`src/rtl/module_uart_wr_ctrl_if.sv`:
```
// Bus-write, TX handshake and RX capture signals of the UART write-side register block.
// The master modport is the CPU/UART side that drives the block; slave is the block itself.
interface module_uart_wr_ctrl_if;
    logic        we_i;
    logic        addr_i;
    logic [31:0] wdata_i;
    logic        tx_start_o;
    logic [7:0]  tx_data_o;
    logic        tx_done_i;
    logic        rx_valid_i;
    logic [7:0]  rx_data_i;
    logic [31:0] ctrl_reg_o;
    logic [7:0]  rx_data_o;

    modport master (
        output we_i, addr_i, wdata_i, tx_done_i, rx_valid_i, rx_data_i,
        input  tx_start_o, tx_data_o, ctrl_reg_o, rx_data_o
    );

    modport slave (
        input  we_i, addr_i, wdata_i, tx_done_i, rx_valid_i, rx_data_i,
        output tx_start_o, tx_data_o, ctrl_reg_o, rx_data_o
    );
endinterface

```
`src/rtl/module_uart_wr_ctrl.sv`:
```
// UART write-side register block: control/data register decode, TX send FSM and RX byte capture.
// Optional macro UART_RX_OVERRUN_EN adds the sticky overrun flag OVR in control bit2.
module module_uart_wr_ctrl (
    input  logic                 clk_i,
    input  logic                 rst_i,
    module_uart_wr_ctrl_if.slave bus
);

    typedef enum logic [1:0] {
        ST_IDLE  = 2'd0,
        ST_START = 2'd1,
        ST_WAIT  = 2'd2
    } tx_state_t;

    tx_state_t   state;
    logic        send;
    logic        tx_start;
    logic [7:0]  tx_data;
    logic        rx_new;
    logic [7:0]  rx_data;
    logic        ovr;

    logic        ctrl_wr;
    logic        data_wr;
    logic        clr_rx_new;
    logic        unused_wdata;

    assign ctrl_wr    = bus.we_i && !bus.addr_i;
    assign data_wr    = bus.we_i &&  bus.addr_i;
    assign clr_rx_new = ctrl_wr && !bus.wdata_i[1];

    assign unused_wdata = &{1'b0, bus.wdata_i[31:8], bus.wdata_i[2]};

    // TX FSM. While SEND is already pending in IDLE the start is committed,
    // so a control write in that cycle cannot withdraw it.
    always_ff @(posedge clk_i) begin
        if (rst_i) begin
            state    <= ST_IDLE;
            send     <= 1'b0;
            tx_start <= 1'b0;
            tx_data  <= 8'h00;
        end else begin
            tx_start <= 1'b0;
            case (state)
                ST_IDLE: begin
                    if (send) begin
                        state    <= ST_START;
                        tx_start <= 1'b1;
                    end else if (ctrl_wr) begin
                        send <= bus.wdata_i[0];
                    end
                    if (data_wr) begin
                        tx_data <= bus.wdata_i[7:0];
                    end
                end
                ST_START: begin
                    state <= ST_WAIT;
                end
                ST_WAIT: begin
                    if (bus.tx_done_i) begin
                        send  <= 1'b0;
                        state <= ST_IDLE;
                    end
                end
                default: begin
                    state <= ST_IDLE;
                end
            endcase
        end
    end

    // RX capture: a new byte always overwrites, and its set of RX_NEW beats a software clear.
    always_ff @(posedge clk_i) begin
        if (rst_i) begin
            rx_new  <= 1'b0;
            rx_data <= 8'h00;
        end else if (bus.rx_valid_i) begin
            rx_new  <= 1'b1;
            rx_data <= bus.rx_data_i;
        end else if (clr_rx_new) begin
            rx_new  <= 1'b0;
        end
    end

`ifdef UART_RX_OVERRUN_EN
    // An unread byte being replaced is an overrun unless software is acknowledging it right now.
    always_ff @(posedge clk_i) begin
        if (rst_i) begin
            ovr <= 1'b0;
        end else if (bus.rx_valid_i && rx_new && !clr_rx_new) begin
            ovr <= 1'b1;
        end else if (ctrl_wr && !bus.wdata_i[2]) begin
            ovr <= 1'b0;
        end
    end
`else
    assign ovr = 1'b0;
`endif

    assign bus.tx_start_o = tx_start;
    assign bus.tx_data_o  = tx_data;
    assign bus.ctrl_reg_o = {29'd0, ovr, rx_new, send};
    assign bus.rx_data_o  = rx_data;

endmodule

```
`src/flat_wrapper.sv`:
```
// flat-port wrapper written by rule: the top's interface ports become plain ports
module module_uart_wr_ctrl_flat 
  (clk_i, rst_i, bus_we_i, bus_addr_i, bus_wdata_i, bus_tx_done_i, bus_rx_valid_i, bus_rx_data_i, bus_tx_start_o, bus_tx_data_o, bus_ctrl_reg_o, bus_rx_data_o);
  module_uart_wr_ctrl_if bus_i ();
  input  logic clk_i;
  input  logic rst_i;
  input wire logic [$bits(bus_i.we_i)-1:0] bus_we_i;
  input wire logic [$bits(bus_i.addr_i)-1:0] bus_addr_i;
  input wire logic [$bits(bus_i.wdata_i)-1:0] bus_wdata_i;
  input wire logic [$bits(bus_i.tx_done_i)-1:0] bus_tx_done_i;
  input wire logic [$bits(bus_i.rx_valid_i)-1:0] bus_rx_valid_i;
  input wire logic [$bits(bus_i.rx_data_i)-1:0] bus_rx_data_i;
  output wire logic [$bits(bus_i.tx_start_o)-1:0] bus_tx_start_o;
  output wire logic [$bits(bus_i.tx_data_o)-1:0] bus_tx_data_o;
  output wire logic [$bits(bus_i.ctrl_reg_o)-1:0] bus_ctrl_reg_o;
  output wire logic [$bits(bus_i.rx_data_o)-1:0] bus_rx_data_o;
  assign bus_i.we_i = bus_we_i;
  assign bus_i.addr_i = bus_addr_i;
  assign bus_i.wdata_i = bus_wdata_i;
  assign bus_i.tx_done_i = bus_tx_done_i;
  assign bus_i.rx_valid_i = bus_rx_valid_i;
  assign bus_i.rx_data_i = bus_rx_data_i;
  assign bus_tx_start_o = bus_i.tx_start_o;
  assign bus_tx_data_o = bus_i.tx_data_o;
  assign bus_ctrl_reg_o = bus_i.ctrl_reg_o;
  assign bus_rx_data_o = bus_i.rx_data_o;
  module_uart_wr_ctrl u_core (.clk_i(clk_i), .rst_i(rst_i), .bus(bus_i));
endmodule
```
`config.mk`:
```
export PLATFORM = sky130hd
export DESIGN_NAME = module_uart_wr_ctrl_flat
export DESIGN_NICKNAME = d
export VERILOG_FILES = /design/src/rtl/module_uart_wr_ctrl_if.sv /design/src/rtl/module_uart_wr_ctrl.sv /design/src/flat_wrapper.sv
export SDC_FILE = /design/constraint.sdc
export NUM_CORES = 1
export LEC_CHECK = 0
export BUFFER_PORTS_ARGS = -buffer_cell sky130_fd_sc_hd__buf_2
export CAP_MARGIN = 20
export CELL_PAD_IN_SITES_DETAIL_PLACEMENT = 0
export CELL_PAD_IN_SITES_GLOBAL_PLACEMENT = 1
export CORE_ASPECT_RATIO = 1.25
export CORE_MARGIN = 8
export CORE_UTILIZATION = 23
export CTS_CLUSTER_SIZE = 28
export DETAILED_ROUTE_END_ITERATION = 6
export HOLD_SLACK_MARGIN = 0.06
export PLACE_DENSITY_LB_ADDON = 0.08
export SLEW_MARGIN = 20
export SYNTH_ARGS = -nofsm -noshare
export SYNTH_HDL_FRONTEND = slang
export SYNTH_SLANG_ARGS = --single-unit
```
`constraint.sdc`:
```
create_clock -name clk_i -period 1.1 [get_ports clk_i]
set_input_delay 0.275 -clock clk_i [delete_from_list [all_inputs] [get_ports clk_i]]
set_output_delay 0.275 -clock clk_i [all_outputs]
set_load 0.02 [all_outputs]
```
Word level (Yosys, flattened, before mapping)
Index checks and enable logic that the tools add are counted.
{ "op_classes": {"n_bitwise": 1, "n_eq_ne": 4, "n_mux": 10, "n_reduce_logical": 12} }
{ "ops": {"columns": ["cell", "count"], "rows": [
  ["2-to-1 mux 1 bit", 6],
  ["one-hot mux 2 bit (3 select lines)", 1],
  ["AND reduction 2 bit", 3],
  ["2-to-1 mux 2 bit", 2],
  ["nonzero test 2 bit", 2],
  ["logical AND 1 bit", 3],
  ["== test 2 x 1 -> 1 bit (second input constant)", 1],
  ["== test 2 bit (second input constant)", 1],
  ["zero test 1 bit", 2],
  ["zero test 2 bit", 1],
  ["inequality test 2 x 1 -> 1 bit (second input constant)", 1],
  ["inequality test 2 bit (second input constant)", 1],
  ["one-hot mux 1 bit (2 select lines)", 1],
  ["OR reduction 2 bit", 1],
  ["NOT 1 bit", 1]
]} }
{ "word_totals": {"output_inout_bits": 49, "reg_bits": 21, "input_bits": 46} }

Logic depth before layout (Yosys ltp)
{ "logic_depth": {"word_depth": 5, "ltp_mapped": 3, "mapped_depth_nobuf": 2} }

Least setup slack after synthesis
No wires, ideal clock.
{ "synth_path": {"path_kind": "reg2reg", "start": "register u_core.state[0]", "end": "register u_core.send", "setup_ps": 73, "slack_ps": 76, "synth_period_minus_slack_ps": 1024, "arrival_ps": 951, "stages_incl_launch_ff": 3, "path_cell_list": "dfxtp_1 > or4b_1 > o22ai_2"} }
{ "synth_via": {"elab_chain_len": 3, "word_cells_on_any_way": 6, "classes_between": "eq/ne (2); mux (1); reduce/logical (3)"} }
{ "synth_rtl": {"columns": ["item", "line", "source"], "rows": [
  ["start: declaration", "module_uart_wr_ctrl.sv:15", "tx_state_t state;"],
  ["start signal: assignment", "module_uart_wr_ctrl.sv:38", "state <= ST_IDLE;"],
  ["start signal: assignment", "module_uart_wr_ctrl.sv:47", "state <= ST_START;"],
  ["start signal: assignment", "module_uart_wr_ctrl.sv:57", "state <= ST_WAIT;"],
  ["== test 2 bit / zero test 2 bit (equally long branches)", "module_uart_wr_ctrl.sv:44", "case (state)"],
  ["inequality test 2 bit (no source line) / nonzero test 2 bit (equally long branches)", null, null],
  ["AND reduction 2 bit (no source line)", null, null],
  ["end signal: assignment", "module_uart_wr_ctrl.sv:50", "send <= bus.wdata_i[0];"],
  ["end: declaration", "module_uart_wr_ctrl.sv:16", "logic send;"]
]} }
Parallel ways exist; a longest one is shown, timed or not.
A chain may end at the register's enable or synchronous reset.

Worst setup path in the final report
Same ends and word-level chain as after synthesis.

==> impl_metrics.toml <==
[clocking]
hold_buffers = 0
clock-root-buffer = "clkbuf_8"
numClockSinks = 21
clock_latency_ns = 0.26
cts_max_path_buffers = 2
cts.reportedPaths.clkPinSlew_ns = 0.08
ctsHtreeMaxLevel = 1
cts_tree = "yes"
numCtsBuffers = 3

[power]
ir_worst_vdd_mv = 0.434
p_per_area_nw_per_um2 = 1290
power_leakage_nw = 0.658
total_power_mw = 1.69

[setup_path]
crit_path_end = "u_core.send"
r2r-start = "u_core.state[0]"
regToRegEndpoint = "u_core.send"
slowest_delay_ns = 0.54
rrSetupSlack_ns = 0.01
startpoint = "u_core.state[0]"
path_cells = "or4b_1, o22ai_2"
r2r_cells = 2
worst_ep_required_time_ns = 1.29
critPathMaxFanout = 6
worstSetupEndpointType = "flip-flop"
critPathKind = "reg -> reg"
crit_path_start_kind = "flip-flop"
crit_arrival_ns = 1.28
critPathSlowestCell = "or4b_1"

[detailed_routing]
vias = 748
drt-total-wl_mm = 2.53
drtAntennaViolNets = 0
routedWlPerCell_um = 11.9
drc = 0
viasPerCell = 3.51
drt_iter0_markers = 16
drt_pass1_iterations = 4

[synth]
synth_seq_cells = 21
synth_area_leaders = "dfxtp_1, buf_4, mux2i_1"
synthCells = 112
synth_area_um2 = 1090
synth_area_per_cell_um2 = 9.70
synth.distinct_cells = 18
synth_warnings = 0
synth_top_area_share_pct = 38.7
ys_seq_area_share_pct = 38.7
synth_largest_area_cell = "dfxtp_1"

[layout]
utilization_pct = 28.1
nets = 200
drive_above_1_share_pct = 35.9
diodes = 0
syn2layout_area_growth_pct = 20.4
stdcell_area_um2 = 1310

[timing]
setup-violations-final = 0
fin_crit_ns = 1.09
hold_viol_final = 0
maxSlewViolCount = 0
finalClockSkew_ns = 0.00556
finalSetupTns_ns = 0
max_freq_ghz = 0.920
timing.hold.ws_ns = 0.246
finalCritPeriodShare_pct = 98.8
rsz0062_at_grt = "yes"

[place]
post-dp-hpwl_mm = 2.03
placed_area_um2 = 1240
place.gp.congestion = 0.610
portBuffers = 40

[global_route]
antenna_found_initial = 0
grt_pass1_wl_mm = 4.37
grtUsageTotal_pct = 7.42
met2_usage_pct = 12.0
grt_pass1_vias = 904
grt_remaining_overflow = 0
busiest_layer = "met2"
grt_max_degree = 28
use_met1_pct = 7.78
use_met3_pct = 4.07

[run_status]
status = "finished clean"

[floorplan]
die_area_um2 = 7190
die_y_um = 92.8
die_width_um = 77.5
row_count = 28
core_area_um2 = 4660
io_pins = 95
start_util_pct = 23.3

[worst_hold_path]
min_path_type = "in -> reg"

[job]
max-cap-violations = 0
power by group:
group          switching, mW  total [mW]  leakage (nW)  internal [mW]
logic                  0.229       0.353         0.458          0.124
clock network          0.264       0.516        0.0255          0.252
registers             0.0207       0.822         0.174          0.801
per-layer routing:
metal  share of wire (%)  routed length [um]  up-vias
li1                    -                   -      382
met1                  41                1040      328
met2                  48                1200       36
met3                  11                 269        2
met4                0.71                  18        0
met5                   0                   0        -
area by class of cell:
type | instances | area, um2
Sequential cell | 21 | 427
Clock inverter | 1 | 5.00
Multi-Input combinational cell | 84 | 509
Fill cell | 527 | 3350
Clock buffer | 3 | 41.3
Timing Repair Buffer | 44 | 250
Tap cell | 60 | 75.1
Yosys cell counts (all sizes together):
master	number
o22ai	1
buf	35
or3b	1
clkbuf	1
nor2	9
or2b	1
mux2i	16
nor3	3
and4bb	1
conb	1
dfxtp	21
nand2b	18
and3b	1
or4b	1
a21oi	1
nor4b	1
critical path, delay by kind of cell (launching register included):
family,cells,cell delay [ns]
simple gates,1,0.54
flops,1,0.36
compound gates,1,0.12
cell usage in the layout (no fill, tap or decap), drive strengths merged:
cell type,count
dfxtp,21
nor4b,1
conb,30
or2b,1
o22ai,1
a21oi,1
and3b,1
clkbuf,3
nor3,3
buf,44
nand2b,18
nor2,9
or3b,1
clkinv,1
and4bb,1
or4b,1
mux2i,16
registers in the layout, indices dropped and copies added, names as in the netlist:
name,cells
u_core.bus.rx_data_o,8
u_core.bus.tx_data_o,8
u_core.bus.tx_start_o,1
u_core.rx_new,1
u_core.send,1
u_core.state,2
what timing repair did:
item | in CTS | in global routing
resized for setup | 1 | 6
setup buffers | 0 | 1
endpoints found under the setup margin | 1 | 8
pin swaps | 0 | 0
metrics by stage:
step | cells | worst slack (ns)
after floorplan | 141 | 0.0758
after global placement | 208 | 0.00293
after detailed placement | 208 | 0.0240
after CTS | 212 | 0.0123
after global routing | 213 | -0.0327
final | 213 | 0.0135
cells by family (layout without fill, tap and decap cells):
group | Yosys count | count (layout) | share of synthesized area (%)
multiplexers | 16 | 16 | 14.7
AO/OA/AOI/OAI | 2 | 2 | 1.61
AND/OR/NAND/NOR | 36 | 36 | 20.2
flip-flops | 21 | 21 | 38.7
buffers and inverters | 36 | 48 | 24.4
other | 1 | 30 | 0.345
worst min path at each step:
stage	startpoint	slack, ns	cells past startpoint	endpoint
3_5_place_dp	u_core.rx_new	0.46	2	u_core.rx_new
3_3_place_gp	u_core.bus.tx_data_o[7]	0.46	2	u_core.bus.tx_data_o[7]
6_report	bus_rx_data_i[4]	0.25	3	u_core.bus.rx_data_o[4]
5_1_grt	bus_rx_data_i[4]	0.24	3	u_core.bus.rx_data_o[4]
2_1_floorplan	bus_rx_data_i[0]	0.42	2	u_core.bus.rx_data_o[0]
4_1_cts	bus_rx_data_i[4]	0.23	3	u_core.bus.rx_data_o[4]
No activity file was read; power rests on OpenSTA's default activity.
